`src/rtl/mesh_pkt_pkg.sv`:
```
// Packet format shared by mesh terminals: field widths, offsets, header struct and packer.
// Layout, MSB first: nxt_jump[8] | row[4] | col[4] | mode[1] | payload.
package mesh_pkt_pkg;

  localparam int NXT_JUMP_W = 8;
  localparam int ROW_W      = 4;
  localparam int COL_W      = 4;
  localparam int MODE_W     = 1;
  localparam int HDR_W      = NXT_JUMP_W + ROW_W + COL_W + MODE_W;

  typedef struct packed {
    logic [NXT_JUMP_W-1:0] nxt_jump;
    logic [ROW_W-1:0]      row;
    logic [COL_W-1:0]      col;
    logic                  mode;
  } pkt_t;

  function automatic int hdr_lsb(input int pkt_w);
    return pkt_w - HDR_W;
  endfunction

  function automatic int row_lsb(input int pkt_w);
    return pkt_w - NXT_JUMP_W - ROW_W;
  endfunction

  function automatic int col_lsb(input int pkt_w);
    return pkt_w - NXT_JUMP_W - ROW_W - COL_W;
  endfunction

  // A packet addressed to ourselves would loop in the mesh, so its coordinates are swapped.
  function automatic pkt_t pack_pkt(input logic [ROW_W-1:0] row, input logic [COL_W-1:0] col,
                                    input logic mode, input logic [ROW_W-1:0] self_row,
                                    input logic [COL_W-1:0] self_col);
    pkt_t p;
    p.nxt_jump = '0;
    p.mode     = mode;
    if (row == self_row && col == self_col) begin
      p.row = self_col;
      p.col = self_row;
    end else begin
      p.row = row;
      p.col = col;
    end
    return p;
  endfunction

endpackage

```
`src/rtl/term_fifo.sv`:
```
// Synchronous FIFO with combinational head output; pushes while full are dropped.
// DEPTH must be a power of two so the pointers wrap naturally.
module term_fifo #(
  parameter int WIDTH = 40,
  parameter int DEPTH = 4
) (
  input  logic             clk,
  input  logic             reset,
  input  logic             push,
  input  logic [WIDTH-1:0] push_data,
  input  logic             pop,
  output logic             full,
  output logic             empty,
  output logic [WIDTH-1:0] head
);

  localparam int AW = $clog2(DEPTH);

  logic [WIDTH-1:0] mem [DEPTH];
  logic [AW-1:0]    wr_ptr_reg;
  logic [AW-1:0]    rd_ptr_reg;
  logic [AW:0]      count_reg;
  logic             push_ok;
  logic             pop_ok;

  assign full    = (count_reg == (AW+1)'(DEPTH));
  assign empty   = (count_reg == '0);
  assign push_ok = push && !full;
  assign pop_ok  = pop && !empty;
  assign head    = mem[rd_ptr_reg];

  always_ff @(posedge clk) begin
    if (reset && push_ok) mem[wr_ptr_reg] <= push_data;
  end

  always_ff @(posedge clk) begin
    if (!reset) begin
      wr_ptr_reg <= '0;
      rd_ptr_reg <= '0;
      count_reg  <= '0;
    end else begin
      if (push_ok) wr_ptr_reg <= wr_ptr_reg + 1'b1;
      if (pop_ok) rd_ptr_reg <= rd_ptr_reg + 1'b1;
      count_reg <= count_reg + (AW+1)'(push_ok) - (AW+1)'(pop_ok);
    end
  end

endmodule

```
`src/rtl/mesh_terminal_agent.sv`:
```
// Edge terminal of the router mesh: queues formatted TX packets and drains/counts RX packets.
// Define MON_CHECK_EN to flag received packets whose row/col is not this terminal (rx_err).
module mesh_terminal_agent
  import mesh_pkt_pkg::*;
#(
  parameter int ROWS       = 4,
  parameter int COLUMS     = 4,
  parameter int pckg_sz    = 40,
  parameter int fifo_depth = 4,
  parameter int SELF_ROW   = 0,
  parameter int SELF_COL   = 1
) (
  input  logic                 clk,
  input  logic                 reset,
  input  logic                 stim_valid,
  output logic                 stim_ready,
  input  logic [3:0]           stim_row,
  input  logic [3:0]           stim_col,
  input  logic                 stim_mode,
  input  logic [pckg_sz-18:0]  stim_payload,
  output logic                 pndng,
  output logic [pckg_sz-1:0]   data_out,
  input  logic                 pop,
  input  logic                 pndng_i_in,
  input  logic [pckg_sz-1:0]   data_out_i_in,
  output logic                 popin,
  output logic                 rx_valid,
  output logic [pckg_sz-1:0]   rx_data,
  output logic [15:0]          tx_count,
  output logic [15:0]          rx_count,
  output logic                 rx_err
);

  if (SELF_ROW > ROWS + 1 || SELF_COL > COLUMS + 1 || fifo_depth < 2) begin : g_bad_cfg
    $error("mesh_terminal_agent: illegal coordinate or FIFO depth");
  end

  logic [pckg_sz-1:0] push_data;
  logic [pckg_sz-1:0] fifo_head;
  logic               fifo_full;
  logic               fifo_empty;

  assign push_data = {pack_pkt(stim_row, stim_col, stim_mode, 4'(SELF_ROW), 4'(SELF_COL)),
                      stim_payload};

  term_fifo #(
    .WIDTH (pckg_sz),
    .DEPTH (fifo_depth)
  ) u_tx_fifo (
    .clk       (clk),
    .reset     (reset),
    .push      (stim_valid),
    .push_data (push_data),
    .pop       (pop),
    .full      (fifo_full),
    .empty     (fifo_empty),
    .head      (fifo_head)
  );

  assign stim_ready = !fifo_full;
  assign pndng      = !fifo_empty;
  assign data_out   = pndng ? fifo_head : '0;
  assign popin      = pndng_i_in;

  always_ff @(posedge clk) begin
    if (!reset) tx_count <= '0;
    else if (pop && pndng) tx_count <= tx_count + 16'd1;
  end

  always_ff @(posedge clk) begin
    if (!reset) begin
      rx_valid <= 1'b0;
      rx_data  <= '0;
      rx_count <= '0;
    end else begin
      rx_valid <= popin;
      if (popin) begin
        rx_data  <= data_out_i_in;
        rx_count <= rx_count + 16'd1;
      end
    end
  end

`ifdef MON_CHECK_EN
  // Checked from the captured packet, so the flag lands one cycle after rx_valid.
  always_ff @(posedge clk) begin
    if (!reset) rx_err <= 1'b0;
    else if (rx_valid && (rx_data[row_lsb(pckg_sz) +: ROW_W] != 4'(SELF_ROW) ||
                          rx_data[col_lsb(pckg_sz) +: COL_W] != 4'(SELF_COL)))
      rx_err <= 1'b1;
  end
`else
  assign rx_err = 1'b0;
`endif

endmodule

```
`config.mk`:
```
export PLATFORM = sky130hd
export DESIGN_NAME = mesh_terminal_agent
export DESIGN_NICKNAME = d
export VERILOG_FILES = /design/src/rtl/mesh_pkt_pkg.sv /design/src/rtl/term_fifo.sv /design/src/rtl/mesh_terminal_agent.sv
export SDC_FILE = /design/constraint.sdc
export NUM_CORES = 1
export LEC_CHECK = 0
export ABC_AREA = 1
export CORE_ASPECT_RATIO = 1.25
export CORE_UTILIZATION = 44
export DETAILED_ROUTE_END_ITERATION = 10
export PLACE_DENSITY_LB_ADDON = 0.05
export SETUP_SLACK_MARGIN = 0.5
export SYNTH_ARGS = -nofsm -noshare
export SYNTH_HDL_FRONTEND = slang
export SYNTH_SLANG_ARGS = --single-unit
```
`constraint.sdc`:
```
create_clock -name clk -period 3.1 [get_ports clk]
set_clock_uncertainty 0.2 [all_clocks]
set_input_delay 0.775 -clock clk [delete_from_list [all_inputs] [get_ports clk]]
set_output_delay 0.775 -clock clk [all_outputs]
set_load 0.01 [all_outputs]
```
==> results.yml <==
timing:
  layout_setup_ws_ns: 0.337
  relSlewSlack_pct: 64.9
  finalSetupViolCount: 0
  finalCriticalPeriod_ns: 2.76
  fin_crit_sh_pct: 89.1
  final_max_slew_viol_count: 0
  worst_pin_slew_ns: 0.526
  hold_violations: 0
  finalSetupTns_ns: 0
  max_freq_mhz: 362
  rsz0062_at_grt: "true"
clock_tree:
  insertion_delay_ns: 0.49
  clockBufferDepth: 3
  cts_made_buffers: 22
  clk_pin_slew_ns: 0.06
  cts_tree: "built"
  clock-sinks: 210
  postCtsHoldBufs: 0
  clockRootBuffer: "clkbuf_16"
  htree_levels: 1
route:
  ant_nets: 0
  wl_per_cell_um: 15.8
  via_per_inst: 4.90
  num_vias: 6522
  drc: 0
  dr.first_iter.drc_count: 303
  first_pass_iters: 5
  routed_wirelength_um: 21100
synth:
  synth.top_cell.area_share_pct: 45.0
  yosysMostFrequentCell: "nor2_1"
  synth_area_leaders: "edfxtp_1 (45%), dfxtp_1 (19%), nor2_1 (11%)"
  synthTopCellsByCount: "nor2_1 (260), edfxtp_1 (128), o21ai_0 (120)"
  yosysUniqueCellTypes: 31
  synth_flop_cell: "edfxtp_1"
  avgSynthCellArea_um2: 9.70
  syn_area_um2: 8550
  async_reset_ff_share_pct: 0
  synth_edf_count: 128
  synth_seq_area_share_pct: 64.2
  synth.ff_latch_count: 210
  syn_inst: 881
  yosysWarnings: 0
  yosys.area.top_type: "edfxtp_1"
run:
  max_cap_viol_count: 0
global_route:
  track_usage_pct: 20.9
  grt_pass1_wl_um: 32500
  grt_pass1_vias: 6213
  grt_overflow: 0
  antenna_found_initial: 0
  grt_max_degree: 61
floorplanning:
  dieArea_um2: 20000
  core-area_um2: 18900
  fp-row-count: 56
  initial_core_util_pct: 45.2
  io_pins: 194
  die_w_um: 127
  fp.dieH_um: 158
power:
  p_leak_nw: 4.53
  p_switching_mw: 2.43
  p_comb_share_pct: 28.5
  p_per_area_nw_per_um2: 711
  seqPwrFrac_pct: 38.3
  peakVddDrop_mv: 0.377
  swShare_pct: 28.9
  internal-power_mw: 5.99
  power_mw: 8.42
  clkPwrFrac_pct: 33.2
setup_path:
  path_class: "flop to output pin"
  endpoint_kind: "output pin"
  r2r_slack_ns: 0.95
  critPathMaxFanout: 8
  r2r_cells: 10
  reg2reg_from: "u_tx_fifo.count_reg[1]$_SDFF_PN0_"
  crit_arrival_ns: 1.79
  worstReg2RegEnd: "u_tx_fifo.count_reg[2]$_SDFF_PN0_"
  cp.required_ns: 2.12
  startpoint_type: "flop"
placed_design:
  dp_hpwl_um: 11500
  dp.cells: 1263
  gp_congestion: 0.761
  port_buffers: 184
  dpl_worst_slack_ns: 0.250
outcome:
  status: "completed"
finish:
  antennaDiodeCount: 0
  syn2layout_area_growth_pct: 38.6
  final_cell_count_no_fill: 1331
  largest_register_ffs: 128
  fin_nets: 1169
  final_core_utilization_pct: 62.6
  top_regs: "u_tx_fifo.mem x128, rx_data x40"
  layout-drive-gt1-share_pct: 14.4
  regMostFlops: "u_tx_fifo.mem"
min_path:
  worst_hold_path.num_cells: 2
  hold_class: "flop to flop"
  min_from: "u_tx_fifo.rd_ptr_reg[1]$_SDFFE_PN0P_"
[power by group through the flow]
stage | registers (mW) | logic [mW] | clock network, mW
6_report | 3.23 | 2.40 | 2.79
5_1_grt | 3.24 | 2.60 | 2.97
4_1_cts | 3.23 | 2.33 | 2.86
3_5_place_dp | 3.27 | 2.00 | 0
3_3_place_gp | 3.27 | 1.99 | 0
2_1_floorplan | 3.29 | 0.971 | 0
[cells in the final DEF, fill, tap and decap left out, types with 2 or more instances in the layout]
master,n
a21oi_1,43
a21oi_2,5
a21oi_4,2
and3_1,2
buf_12,11
buf_16,8
buf_2,33
buf_4,17
buf_6,4
bufinv_16,3
clkbuf_16,26
clkbuf_8,3
clkdlybuf4s50_1,148
clkinv_2,7
clkinvlp_4,3
conb_1,9
dfxtp_1,77
dfxtp_2,3
dfxtp_4,2
dlygate4sd2_1,3
edfxtp_1,128
ha_1,8
inv_1,55
nand2_1,63
nand2_4,3
nand3_1,12
nand4_1,10
nor2_1,251
nor2_2,4
nor2_4,11
nor3_1,3
o21ai_0,83
o21ai_1,38
o21ai_2,5
xor2_1,3
[what timing repair did]
item / CTS / global route
setup endpoints to repair: 35 / 32
buffers inserted: 11 / 7
endpoints found under the hold margin: 0 / 0
cloned: 8 / 2
pin swaps: 19 / 15
resized for setup: 200 / 14
[worst max-delay path: stages, from the launching register on]
cell and delay (ns):
dfxtp_4 0.41, buf_4 0.17, buf_16 0.14, nor2_1 0.05
nor2_1 0.07, o21ai_0 0.12, a21oi_2 0.19, buf_2 0.16
[worst max-delay path by stage]
| stage | slack, ns | startpoint | depth (start not counted) | endpoint |
|---|---|---|---|---|
| after detailed placement | 0.25 | pop | 8 | u_tx_fifo.count_reg[2]$_SDFF_PN0_ |
| after floorplan | 0.09 | reset | 3 | u_tx_fifo.mem[2][0]$_DFFE_PP_ |
| final | 0.34 | flop | 7 | data_out[25] |
| after global routing | 0.25 | flop | 8 | data_out[28] |
| after CTS | 0.33 | flop | 8 | data_out[26] |
| after global placement | 0.29 | pop | 8 | u_tx_fifo.count_reg[2]$_SDFF_PN0_ |
[final cells by class]
cell class | instances | area (um^2)
sequential | 210 | 5500
clock inverter | 12 | 141
timing repair buffer | 226 | 2340
inverter | 60 | 238
multi-input combinational | 563 | 2700
fill | 1556 | 7070
clock buffer | 28 | 646
tap | 232 | 290
[metrics by stage]
step	hold slack (ns)	area (um^2)
after floorplan	0.236	8580
after detailed placement	0.264	10700
after CTS	0.273	11800
after global placement	0.255	10700
after global routing	0.301	11900
final	0.267	11900
[logic make-up after synthesis]
logic type | after synthesis | share of synthesized area (%)
AO/OA/AOI/OAI | 178 | 10.6
AND/OR/NAND/NOR | 363 | 17.5
buffers and inverters | 116 | 5.83
adder cells (fa/ha/maj) | 9 | 1.41
other | 1 | 0.0439
XOR/XNOR | 4 | 0.410
flip-flops | 210 | 64.2
[metal layers]
layer  global-route usage [%]  part of all wire, %
met1                     25.1                   40
met2                     37.0                   50
met3                     6.08                  8.4
met4                     4.99                  1.2
met5                        0                    0
(Power assumes the default switching activity.)
